==> src/rtl/reflect_coeff_quant.sv <==
// Reflection-coefficient quantiser: 3-stage scale/round/saturate pipeline with frame index tagging.
// Optional REFL_STICKY_SAT_EN adds frame_sat, the running OR of out_sat across the current frame.
module reflect_coeff_quant #(
  parameter int          IN_W     = 32,
  parameter int          OUT_W    = 16,
  parameter logic [15:0] SCALE    = 16'h7FF8,
  parameter int          FRAC     = 15,
  parameter int          ORDER    = 10,
  parameter int          B_OFFSET = 2,
  parameter int          B_SHIFT  = 2,
  localparam int         IDX_W    = $clog2(ORDER),
  localparam int         P_W      = IN_W + 17
) (
  input  logic             clk,
  input  logic             rst,
  input  logic [IN_W-1:0]  in_k,
  input  logic             in_valid,
  output logic             in_ready,
  output logic [OUT_W-1:0] out_k,
  output logic [OUT_W-1:0] out_b,
  output logic [IDX_W-1:0] out_idx,
  output logic             out_last,
  output logic             out_sat,
  output logic             out_valid,
  input  logic             out_ready
`ifdef REFL_STICKY_SAT_EN
  , output logic           frame_sat
`endif
);

  localparam logic signed [P_W-1:0] RND       = P_W'(64'd1 << (FRAC - 1));
  localparam logic signed [P_W-1:0] K_MAX     = P_W'((64'd1 << (OUT_W - 1)) - 64'd1);
  localparam logic signed [P_W-1:0] K_MIN     = -K_MAX;
  localparam logic [IDX_W-1:0]      IDX_LAST  = IDX_W'(ORDER - 1);
  localparam logic [IDX_W-1:0]      IDX_ZERO  = {IDX_W{1'b0}};

  // Symmetric clamp: returns {sat, k}; the most-negative code is never produced.
  function automatic logic [OUT_W:0] sat_k(input logic signed [P_W-1:0] q);
    logic [OUT_W:0] res;
    if (q > K_MAX) begin
      res = {1'b1, K_MAX[OUT_W-1:0]};
    end else if (q < K_MIN) begin
      res = {1'b1, K_MIN[OUT_W-1:0]};
    end else begin
      res = {1'b0, q[OUT_W-1:0]};
    end
    return res;
  endfunction

  logic                    en_s, in_xfer_s, s1_ld_s, s2_ld_s, s3_ld_s;
  logic signed [P_W-1:0]   ink_ext_s, scale_ext_s, p_s, q_s;
  logic [OUT_W-1:0]        bt_s;
  logic [OUT_W:0]          ksat_s;

  logic [IDX_W-1:0]        idx_q, idx_d;
  logic                    s1_valid_q, s1_valid_d, s2_valid_q, s2_valid_d, out_valid_q, out_valid_d;
  logic signed [P_W-1:0]   s1_p_q, s1_p_d, s2_r_q, s2_r_d;
  logic [OUT_W-1:0]        s1_bt_q, s1_bt_d, s2_bs_q, s2_bs_d;
  logic [IDX_W-1:0]        s1_idx_q, s1_idx_d, s2_idx_q, s2_idx_d, out_idx_q, out_idx_d;
  logic [OUT_W-1:0]        out_k_q, out_k_d, out_b_q, out_b_d;
  logic                    out_last_q, out_last_d, out_sat_q, out_sat_d;

  assign en_s      = !(out_valid_q && !out_ready);
  assign in_xfer_s = in_valid && en_s;
  assign s1_ld_s   = en_s && in_valid;
  assign s2_ld_s   = en_s && s1_valid_q;
  assign s3_ld_s   = en_s && s2_valid_q;

  assign ink_ext_s   = P_W'($signed(in_k));
  assign scale_ext_s = $signed({{(P_W-16){1'b0}}, SCALE});
  assign p_s         = ink_ext_s * scale_ext_s;
  assign bt_s        = OUT_W'(in_k + IN_W'(B_OFFSET));
  assign q_s         = s2_r_q >>> FRAC;
  assign ksat_s      = sat_k(q_s);

  // Next-state for index counter and all pipeline stages; stalled stages hold.
  always_comb begin
    idx_d       = idx_q;
    if (in_xfer_s) begin
      idx_d = (idx_q == IDX_LAST) ? IDX_ZERO : idx_q + IDX_W'(1);
    end else begin
      idx_d = idx_q;
    end
    s1_valid_d  = en_s ? in_valid   : s1_valid_q;
    s2_valid_d  = en_s ? s1_valid_q : s2_valid_q;
    out_valid_d = en_s ? s2_valid_q : out_valid_q;
    s1_p_d      = s1_ld_s ? p_s   : s1_p_q;
    s1_bt_d     = s1_ld_s ? bt_s  : s1_bt_q;
    s1_idx_d    = s1_ld_s ? idx_q : s1_idx_q;
    s2_r_d      = s2_ld_s ? s1_p_q + RND : s2_r_q;
    s2_bs_d     = s2_ld_s ? OUT_W'($signed(s1_bt_q) >>> B_SHIFT) : s2_bs_q;
    s2_idx_d    = s2_ld_s ? s1_idx_q : s2_idx_q;
    out_k_d     = s3_ld_s ? ksat_s[OUT_W-1:0] : out_k_q;
    out_sat_d   = s3_ld_s ? ksat_s[OUT_W]     : out_sat_q;
    out_b_d     = s3_ld_s ? s2_bs_q           : out_b_q;
    out_idx_d   = s3_ld_s ? s2_idx_q          : out_idx_q;
    out_last_d  = s3_ld_s ? (s2_idx_q == IDX_LAST) : out_last_q;
  end

  // Pipeline and counter registers.
  always_ff @(posedge clk or negedge rst) begin
    if (!rst) begin
      idx_q       <= IDX_ZERO;
      s1_valid_q  <= 1'b0;
      s2_valid_q  <= 1'b0;
      out_valid_q <= 1'b0;
      s1_p_q      <= '0;
      s1_bt_q     <= '0;
      s1_idx_q    <= IDX_ZERO;
      s2_r_q      <= '0;
      s2_bs_q     <= '0;
      s2_idx_q    <= IDX_ZERO;
      out_k_q     <= '0;
      out_b_q     <= '0;
      out_idx_q   <= IDX_ZERO;
      out_last_q  <= 1'b0;
      out_sat_q   <= 1'b0;
    end else begin
      idx_q       <= idx_d;
      s1_valid_q  <= s1_valid_d;
      s2_valid_q  <= s2_valid_d;
      out_valid_q <= out_valid_d;
      s1_p_q      <= s1_p_d;
      s1_bt_q     <= s1_bt_d;
      s1_idx_q    <= s1_idx_d;
      s2_r_q      <= s2_r_d;
      s2_bs_q     <= s2_bs_d;
      s2_idx_q    <= s2_idx_d;
      out_k_q     <= out_k_d;
      out_b_q     <= out_b_d;
      out_idx_q   <= out_idx_d;
      out_last_q  <= out_last_d;
      out_sat_q   <= out_sat_d;
    end
  end

  assign in_ready  = en_s;
  assign out_k     = out_k_q;
  assign out_b     = out_b_q;
  assign out_idx   = out_idx_q;
  assign out_last  = out_last_q;
  assign out_sat   = out_sat_q;
  assign out_valid = out_valid_q;

`ifdef REFL_STICKY_SAT_EN
  logic acc_q, acc_d, frame_sat_q, frame_sat_d, fs_base_s;

  // acc_q holds the OR of already-transferred outputs of the open frame.
  always_comb begin
    fs_base_s   = out_valid_q ? (out_last_q ? 1'b0 : frame_sat_q) : acc_q;
    frame_sat_d = s3_ld_s ? (fs_base_s | ksat_s[OUT_W]) : frame_sat_q;
    acc_d       = (out_valid_q && out_ready) ? (out_last_q ? 1'b0 : frame_sat_q) : acc_q;
  end

  // Sticky saturation registers.
  always_ff @(posedge clk or negedge rst) begin
    if (!rst) begin
      acc_q       <= 1'b0;
      frame_sat_q <= 1'b0;
    end else begin
      acc_q       <= acc_d;
      frame_sat_q <= frame_sat_d;
    end
  end

  assign frame_sat = frame_sat_q;
`endif

endmodule
==> config.mk <==
export PLATFORM = sky130hd
export DESIGN_NAME = reflect_coeff_quant
export DESIGN_NICKNAME = d
export VERILOG_FILES = /design/src/rtl/reflect_coeff_quant.sv
export SDC_FILE = /design/constraint.sdc
export NUM_CORES = 1
export LEC_CHECK = 0
export BUFFER_PORTS_ARGS = -buffer_cell sky130_fd_sc_hd__buf_2
export CORE_UTILIZATION = 35
export CTS_BUF_LIST = sky130_fd_sc_hd__clkbuf_16
export DETAILED_ROUTE_END_ITERATION = 12
export PLACE_DENSITY = 0.57
export REMOVE_ABC_BUFFERS = 1
export SLEW_MARGIN = 20
export SYNTH_ARGS = -nofsm -noshare
export SYNTH_HDL_FRONTEND = slang
export SYNTH_SLANG_ARGS = --single-unit
export TNS_END_PERCENT = 5
==> constraint.sdc <==
create_clock -name clk -period 2.86 [get_ports clk]
set_clock_uncertainty 0.1 [all_clocks]
set_input_delay 0.715 -clock clk [delete_from_list [all_inputs] [get_ports clk]]
set_output_delay 0.715 -clock clk [all_outputs]
set_load 0.01 [all_outputs]
* After elaboration in Yosys (flattened, before gate mapping)
Cells that the tools add are included.
** Word-level totals
- Register bits :: 176
- Bits in latches :: 0
- RAM bits :: 0
- Bits in read-only memories :: 0
- Output and inout bits :: 40
- Logic and storage cells :: 32
- Memories kept :: 0
** Cells by class
- Add/sub/neg operators :: 3
- $mul :: 1
- Div/mod/pow operators :: 0
- $lt $le $gt $ge :: 2
- Equal/unequal tests :: 2
- Shift operators :: 0
- Muxes and demuxes :: 3
- Bitwise operators :: 0
- Reductions and logical operators :: 6
** Operators by type and width (number)
- 49-bit by 16-bit adder with 49-bit output (second input constant) :: 1
- 32-bit by 13-bit multiplier with 45-bit output (second input constant) :: 1
- 34-bit by 16-bit greater-than comparator with 1-bit output (second input constant) :: 1
- 34-bit by 16-bit less-than comparator with 1-bit output (second input constant) :: 1
- 17-bit two-way mux :: 2
- 16-bit by 2-bit adder with 16-bit output (second input constant) :: 1
- 4-bit equality test (second input constant) :: 2
- 4-bit by 1-bit adder with 4-bit output (second input constant) :: 1
- 1-bit logical AND :: 4
- 4-bit two-way mux :: 1
- 1-bit logical NOT :: 2

* Logic depth before layout (Yosys ltp)
Gate-level depths: netlist of the first run.
- Depth after elaboration :: 4
- Depth in mapped cells :: 21
- Depth with buffers taken out :: 21

* Worst setup path after synthesis of the first run
Ideal clock, no wire load.
- Kind :: input -> register
- From :: input in_k[7]
- To :: register s1_p_q[44]
- Setup time :: 0.120 ns
- Arrival time :: 5.546 ns
- Data required time :: 2.640 ns
- Slack :: -2.906 ns
- Stages on the path :: 18
- Buffers on the path :: 0
- Path through :: inv_1 fa_1 inv_1 fa_1 fa_1 fa_1 inv_1 fa_1 inv_1 ha_1 a21oi_2 o211ai_1 and4_4 nand4bb_4 nand4_2 a21oi_1 or4_1 a31o_1
** Between the ends
- Cells in the longest elaborated chain, start to end :: 1
** RTL lines
- start: declaration :: line 16 : input logic [IN_W-1:0] in_k,
- 32-bit by 13-bit multiplier with 45-bit output :: line 71 : assign p_s = ink_ext_s * scale_ext_s;
- end signal: assignment :: line 123 : s1_p_q <= s1_p_d;
- end: declaration :: line 57 : logic signed [P_W-1:0] s1_p_q, s1_p_d, s2_r_q, s2_r_d;
Every way passes these cells.
A chain may end at the register's enable or synchronous reset.

* Worst setup path in the final report of the first run
- From :: input in_k[9]
- To :: register s1_p_q[41]
Same word-level chain as after synthesis.

==> flow_summary_export.csv, run 1 <==
group,metric,value,unit
timing,max_freq,0.191,GHz
run_status,violations,"setup timing",
setup_path,cp-start-kind,"primary input",
drt,routedWlPerCell,14.5,µm
synthesis,async_flop_share,100,%
synthesis,yosys-top-cells-area,"fa_1 31%, dfrtp_1 23%, ha_1 8.9%",
timing,worst_slew_pin_slew,1070,ps
final_layout,fillerInstances,4361,
setup_path,end_kind,"register",
synthesis,synth_area,16000,µm²
floorplanning,fp-row-count,78,
clocking,cts_root_buf,"clkbuf_16",
floorplanning,fp.coreArea,45300,µm²
synthesis,yosysSeqAreaShare,23.0,%
final_layout,area_growth_syn_to_layout,29.8,%
global_route,grt_antenna_before_repair,0,
setup_path,critical_path_class,"primary input to register",
floorplanning,die_width,216,µm
synthesis,ys.flop_type,"dfrtp_1",
synthesis,syn_inst,1632,
clocking,insertion_delay,420,ps
final_layout,final_cell_mix,"326 x inv_1, 290 x buf_4, 230 x fa_1",
synthesis,synth.avg_cell_area,9.82,µm²
timing,final.min_clock_period,5230,ps
setup_path,cp-startpoint,"in_k[9]",
drt,remaining_drc_errors,0,
synthesis,netlist-cell-type-count,71,
timing,setup_viol,34,
clocking,cts_tree,"built",
synthesis,yosys.area.top_type,"fa_1",
global_route,grt_pass1_wl,65800,µm
timing,whs,75.4,ps
timing,timing.final.ws_setup,-2370,ps
flow_run,maxCapViolCount,0,
global_route,grt-ovfl-total,0,
setup_path,rr_endpoint,"s2_r_q[44]",
min_path,hold_path_class,"primary input to asynchronous set/reset pin",
placed_design,gp_congestion,0.851,
final_layout,utilization,45.9,%
setup_path,crit_fanout,6,
drt,drt_pass1_iterations,5,
placed_design,port_buffers,75,
clocking,postCtsHoldBufs,0,
timing,rsz0062_at_grt,"yes",
timing,slew_violations,0,
setup_path,cp.required,3070,ps
clocking,path_clk_slew,70,ps
drt,ant_nets,0,
setup_path,rrSetupSlack,550,ps
timing,post-route-period-util,183,%
setup_path,cp.arrival,5430,ps
clocking,cts.path.max_buffers,2,
placed_design,dp_hpwl,31600,µm
synthesis,synth_edf_count,0,
final_layout,drive_gt1_share,31.5,%
drt,post_drt_via_cell_ratio,4.58,
floorplanning,fp.dieH,216,µm
floorplanning,ios,76,
final_layout,fin_nets,2380,
drt,num_vias,11900,
final_layout,mostFrequentLayoutCell,"inv_1",
timing,max_slew_margin,28.5,%
drt,drt_iter0_markers,516,
global_route,grt_max_degree,74,
synthesis,yosys.area.top_type_share,30.6,%
global_route,grt_pass1_vias,13300,
clocking,cts.sinks,147,
clocking,h-tree-depth,4,
floorplanning,start_util,35.4,%
setup_path,rr_startpoint,"s1_p_q[15]",
synthesis,synth-seq-cells,147,
floorplanning,dieArea,46600,µm²
global_route,track_usage,17.3,%
clocking,cts-buffers-inserted,17,
run_status,status,"complete, but fails checks",
final_layout,diodes,0,
setup_path,cp-endpoint,"s1_p_q[41]",
synthesis,ys_warn_count,0,
drt,drt-total-wl,37700,µm
setup_path,reg2reg_depth,9,
placed_design,post-place-ws,-3100,ps
timing,hold_viol,0,
## through the flow
step | instances | TNS, ps | instance area (µm²)
after floorplan | 1590 | -90220 | 15900
after global placement | 2533 | -96000 | 19000
after detailed placement | 2533 | -97850 | 19000
after CTS | 2598 | -72800 | 20700
after global routing | 2598 | -79680 | 20800
final | 2598 | -73290 | 20800
## area by class of cell
type | instances | area (µm²) | area share [%]
clock inverters | 15 | 160 | 0.770
repair buffers | 376 | 2820 | 13.6
flip-flops and latches | 147 | 3680 | 17.7
multi-input cells | 1067 | 11500 | 55.4
inverters | 376 | 1450 | 6.96
well taps | 600 | 751 | 3.61
clock buffers | 17 | 425 | 2.04
## flip-flops by register name, summed over array words and instances, names as in the netlist
name and cells:
s1_p_q 34, s2_bs_q 14, out_valid 1, s2_r_q 34, idx_q 4, out_idx 4
s2_valid_q 1, out_sat 1, s1_bt_q 14, out_k 16, out_last 1, s1_valid_q 1
s1_idx_q 4, s2_idx_q 4, out_b 14
## routing by layer
metal / wire (µm) / track usage, % / up-vias / share of wire (%)
met5: 0 / 0 / - / 0
met4: 296 / 3.03 / 0 / 0.79
met3: 949 / 2.07 / 21 / 2.5
met2: 18500 / 30.1 / 117 / 49
met1: 17900 / 23.4 / 5914 / 48
li1: - / - / 5846 / -
## kinds of logic (layout without fill, tap and decap cells)
group / Yosys count / after routing / synth area share, %
xor gates and xnor gates: 90 / 90 / 4.92
buffers and inverters: 418 / 784 / 9.90
AOI/OAI and AO/OA: 242 / 242 / 9.64
muxes: 43 / 43 / 2.99
DFF: 147 / 147 / 23.0
and+or+nand+nor: 333 / 333 / 10.1
adders and majority gates: 359 / 359 / 39.5
## how the worst min path moves through the flow
stage	slack [ps]	endpoint	cells past startpoint
detailed placement	370	s1_bt_q[12]	2
CTS	70	out_b[6]	1
global placement	360	s1_bt_q[2]	2
floorplan	320	idx_q[0]	0
finish	80	s1_bt_q[7]	1
global route	80	s1_bt_q[7]	1
## repair_timing
action                                  CTS  global route
pin swaps                               199            12
gates cloned                              0             0
endpoints found under the setup margin   34            34
buffers inserted                         33             0
resized for setup                       215            29
## synth_stat cells (3+ instances only)
cell,count
nand4_1,19
nor2b_1,3
a21oi_1,42
o21ai_0,100
nand3_1,29
or2_2,7
clkbuf_1,34
nand2_1,156
o21a_1,5
a211o_1,5
and3_1,16
a21o_1,26
nor4_1,7
or4_1,4
or3_1,4
xnor2_1,53
o22a_1,3
nor2_1,51
a211oi_1,3
fa_1,245
mux2i_1,4
a31oi_1,8
mux2_2,39
inv_1,376
dfrtp_1,147
xor2_1,37
o211ai_1,7
nor3_1,7
nor3_2,3
ha_1,114
o2111ai_1,3
nand2b_1,6
o31ai_1,4
o311ai_0,3
o21bai_1,8
buf_1,3
and4_1,5
and2_1,3
## worst max-delay path: stages
cell      delay, ps
buf_2           120
inv_4            60
fa_1            550
inv_1            80
buf_4           140
fa_2            550
fa_1            460
fa_1            560
inv_1            60
fa_1            530
inv_1            60
ha_4            300
nand4_1         140
nor2_2          160
nand2_1          60
o211ai_1        130
a31o_4          170
a21oi_4          90
o2111a_1        260
a221o_1         260
Power of run 1 is not shown: default switching activity piles up to over one toggle a cycle in this logic, so the estimate is an artifact.
==> inputs of run 2 (changes only) <==
CORE_UTILIZATION = 55   (was 35)
PLACE_DENSITY = 0.8   (was 0.57)
==> run 2 against run 1 <==
Effect of this change:
- the run still ends with setup timing left
- cell area shrank 2.5%
- sequential cell count unchanged
- hold slack better by 96 ps
- register-to-register slack lost 30 ps
- core utilization up 25 points
- setup slack got worse by 120 ps
- die area down 36%
- sequential share of layout area grew 0.46 points
- via count increased by 4.8%
- maximum frequency is 2.3% lower
- highest routed layer unchanged
==> flow_summary_export.csv, run 2 (same netlist as run 1, synthesis figures left out) <==
group,metric,value,unit
run_status,status,"complete, but fails checks",
run_status,violations,"setup timing",
setup_path,rr_endpoint,"s2_r_q[45]",
drt,ant_nets,0,
placed_design,gp_congestion,0.906,
timing,max_freq,0.187,GHz
timing,setup_viol,34,
floorplanning,start_util,55.8,%
timing,final.min_clock_period,5350,ps
placed_design,post-place-ws,-3100,ps
global_route,grt_antenna_before_repair,0,
drt,remaining_drc_errors,0,
drt,drt_iter0_markers,783,
final_layout,diodes,0,
min_path,hold_path_class,"primary input to asynchronous set/reset pin",
clocking,h-tree-depth,4,
timing,timing.final.ws_setup,-2490,ps
final_layout,mostFrequentLayoutCell,"inv_1",
timing,rsz0062_at_grt,"yes",
drt,routedWlPerCell,16.7,µm
placed_design,dp_hpwl,31000,µm
drt,num_vias,12500,
setup_path,end_kind,"register",
clocking,cts_tree,"built",
floorplanning,die_width,173,µm
setup_path,cp.required,3070,ps
timing,hold_viol,0,
timing,finalSetupTns,-76550,ps
global_route,track_usage,27.4,%
timing,slew_violations,0,
clocking,cts_root_buf,"clkbuf_16",
final_layout,area_growth_syn_to_layout,26.5,%
timing,post-route-period-util,187,%
final_layout,final_cell_mix,"330 x inv_1, 271 x buf_4, 228 x fa_1",
setup_path,critical_path_class,"primary input to register",
clocking,insertion_delay,420,ps
global_route,grt_pass1_vias,13600,
global_route,grt-ovfl-total,0,
timing,worst_slew_pin_slew,1070,ps
drt,drt_pass1_iterations,5,
setup_path,reg2reg_depth,8,
setup_path,cp-start-kind,"primary input",
final_layout,fillerInstances,1968,
clocking,cts.sinks,147,
global_route,grt_pass1_wl,65800,µm
setup_path,cp.arrival,5560,ps
final_layout,drive_gt1_share,30.2,%
placed_design,port_buffers,75,
final_layout,fin_nets,2365,
global_route,grt_max_degree,66,
clocking,postCtsHoldBufs,0,
timing,max_slew_margin,28.2,%
flow_run,maxCapViolCount,0,
floorplanning,fp.dieH,173,µm
clocking,cts-buffers-inserted,17,
setup_path,rrSetupSlack,520,ps
drt,post_drt_via_cell_ratio,5.27,
setup_path,crit_fanout,4,
floorplanning,fp-row-count,62,
clocking,cts.path.max_buffers,2,
floorplanning,dieArea,29800,µm²
floorplanning,ios,76,
floorplanning,fp.coreArea,28700,µm²
setup_path,rr_startpoint,"s1_p_q[16]",
clocking,path_clk_slew,70,ps
drt,drt-total-wl,39500,µm
## run 2: routing by layer
layer	vias up	share of wire (%)	track usage [%]
li1	5827	-	-
met5	-	0	0
met2	319	52	49.6
met4	0	1.9	7.08
met1	6261	43	35.1
met3	62	3.5	2.66
## run 2: area by class of cell
cell class	instances	area, µm²	share of cell area (%)
clock buffers	17	425	2.10
clock inverters	15	129	0.636
inverters	376	1440	7.09
multi-input cells	1067	11400	56.3
flip-flops and latches	147	3680	18.1
well taps	384	480	2.37
repair buffers	361	2710	13.4
## run 2: how the worst max path moves through the flow
stage / from / end / slack [ps] / cells past startpoint
after floorplan: in_k[7] / s1_p_q[44] / -2910 / 18
after global placement: in_k[11] / s1_p_q[25] / -2990 / 22
after CTS: in_k[16] / s1_p_q[44] / -2420 / 19
final: in_k[23] / s1_p_q[44] / -2490 / 19
after global routing: in_k[23] / s1_p_q[45] / -2610 / 21
after detailed placement: in_k[26] / s1_p_q[44] / -3100 / 18
## run 2: stage by stage
step | hold WS (ps) | instances | cell area [µm²] | utilization [%]
after floorplan | 319 | 1590 | 15900 | -
after global routing | 215 | 2367 | 20300 | 70.6
after detailed placement | 369 | 2309 | 18700 | 65.2
final | 171 | 2367 | 20300 | 70.6
after global placement | 357 | 2309 | 18700 | 65.2
after CTS | 197 | 2360 | 20000 | 69.7
## run 2: critical path, stage by stage
cell	delay, ps
buf_4	140
buf_6	130
fa_1	570
inv_1	70
fa_1	440
inv_1	90
fa_2	450
fa_1	560
inv_1	60
fa_1	540
inv_1	50
ha_1	330
a21o_1	200
a21oi_2	220
nor2_2	70
a211oi_4	210
a21oi_2	90
or4_1	410
a31o_1	220
## run 2: timing repair
action | in CTS | in global routing
pin swaps | 152 | 58
endpoints found under the hold margin | 0 | 0
resized for setup | 160 | 60
setup buffers | 19 | 7
setup endpoints to repair | 34 | 34
Power of run 2 is left out for the same reason.
==> inputs of run 3 (changes only) <==
CORE_ASPECT_RATIO = 0.5   (was not set)
SETUP_SLACK_MARGIN = 0.5   (was not set)
==> run 3 against run 2 <==
Effect of this change:
- the run still ends with setup timing left
- cell area rose by 1.9%
- setup slack got worse by 340 ps
- critical endpoint is now s1_p_q[38]
- maximum frequency fell by 6.1%
- non-clock buffer count rose by 24
- register-to-register slack got worse by 160 ps
==> flow_summary_export.csv, run 3 (same netlist as run 1, synthesis figures left out) <==
group,metric,value,unit
global_route,grt_pass1_vias,14000,
setup_path,critical_path_class,"primary input to register",
floorplanning,fp-row-count,43,
drt,drt-total-wl,45100,µm
drt,routedWlPerCell,18.9,µm
min_path,hold_path_class,"primary input to asynchronous set/reset pin",
final_layout,utilization,73.4,%
clocking,cts.path.max_buffers,2,
global_route,grt_pass1_wl,68900,µm
timing,max_slew_margin,52.4,%
timing,final.min_clock_period,5690,ps
setup_path,end_kind,"register",
final_layout,fin_nets,2389,
global_route,grt-ovfl-total,0,
floorplanning,dieArea,29900,µm²
global_route,track_usage,29.5,%
floorplanning,ios,76,
setup_path,reg2reg_depth,8,
flow_run,maxCapViolCount,0,
run_status,status,"complete, but fails checks",
timing,timing.final.ws_setup,-2830,ps
placed_design,dp_hpwl,30800,µm
clocking,cts_root_buf,"clkbuf_16",
setup_path,cp.arrival,5950,ps
drt,drt_iter0_markers,914,
clocking,path_clk_slew,60,ps
drt,post_drt_via_cell_ratio,5.59,
drt,remaining_drc_errors,0,
clocking,cts_tree,"built",
placed_design,port_buffers,75,
drt,ant_nets,0,
timing,whs,178,ps
setup_path,cp.required,3120,ps
final_layout,drive_gt1_share,32.0,%
clocking,cts.sinks,147,
floorplanning,fp.dieH,123,µm
timing,max_freq,0.176,GHz
timing,post-route-period-util,199,%
setup_path,cp-start-kind,"primary input",
run_status,violations,"setup timing",
final_layout,diodes,0,
global_route,grt_antenna_before_repair,0,
timing,hold_viol,0,
drt,num_vias,13400,
global_route,grt_max_degree,64,
timing,slew_violations,0,
floorplanning,start_util,57.0,%
timing,finalSetupTns,-82210,ps
timing,worst_slew_pin_slew,712,ps
placed_design,gp_congestion,0.945,
clocking,postCtsHoldBufs,0,
floorplanning,fp.coreArea,28100,µm²
floorplanning,die_width,243,µm
final_layout,final_cell_mix,"331 x inv_1, 301 x buf_4, 225 x fa_1",
final_layout,area_growth_syn_to_layout,28.9,%
clocking,cts-buffers-inserted,17,
timing,setup_viol,34,
timing,rsz0062_at_grt,"yes",
placed_design,post-place-ws,-3180,ps
drt,drt_pass1_iterations,5,
clocking,insertion_delay,420,ps
setup_path,crit_fanout,5,
final_layout,mostFrequentLayoutCell,"inv_1",
clocking,h-tree-depth,4,
[run 3: metrics by stage]
step	instances	area [µm²]
CTS	2381	20400
finish	2389	20700
detailed placement	2315	18800
floorplan	1590	15900
global placement	2315	18800
global route	2389	20700
[run 3: worst paths after layout]
path                       slack, ps       start          to
setup / recovery               -2830    in_k[23]  s1_p_q[38]
min in group clk                 370    out_k[4]    out_k[4]
max in group asynchronous       1790         rst  s1_p_q[30]
hold reg to reg                  370    out_k[4]    out_k[4]
setup reg to reg                 360  s1_p_q[16]  s2_r_q[46]
hold / removal                   180         rst  s1_bt_q[2]
[run 3: per-layer routing]
layer / vias to the layer above / part of all wire [%] / track usage (%)
li1: 5863 / - / -
met1: 6654 / 38 / 34.8
met2: 616 / 51 / 54.7
met3: 219 / 5.6 / 4.26
met4: 0 / 5.7 / 12.1
met5: - / 0 / 0
[run 3: area by class of cell]
type	instances	area, µm²
sequential	147	3680
inverter	376	1450
clock buffer	17	425
timing repair buffer	385	2870
clock inverter	15	193
multi-input combinational	1067	11600
tap	382	478
fill	1677	7480
[run 3: critical path: stages]
cell      delay, ps
buf_8           110
buf_4           130
fa_1            470
buf_6           150
fa_1            570
fa_1            450
fa_1            550
inv_1            50
fa_1            520
inv_2            60
ha_4            260
buf_4           120
inv_1            70
buf_4           150
o21bai_1        230
a21oi_2         140
o211ai_1        390
o21ai_4         150
buf_6           140
or4_1           460
nand3_1          80
[run 3: timing repair]
| item | in CTS | in global routing |
|---|---|---|
| buffers inserted | 34 | 8 |
| gates resized for setup | 197 | 59 |
| setup endpoints to repair | 38 | 47 |
| pin swaps | 189 | 57 |
Power of run 3 is left out for the same reason.
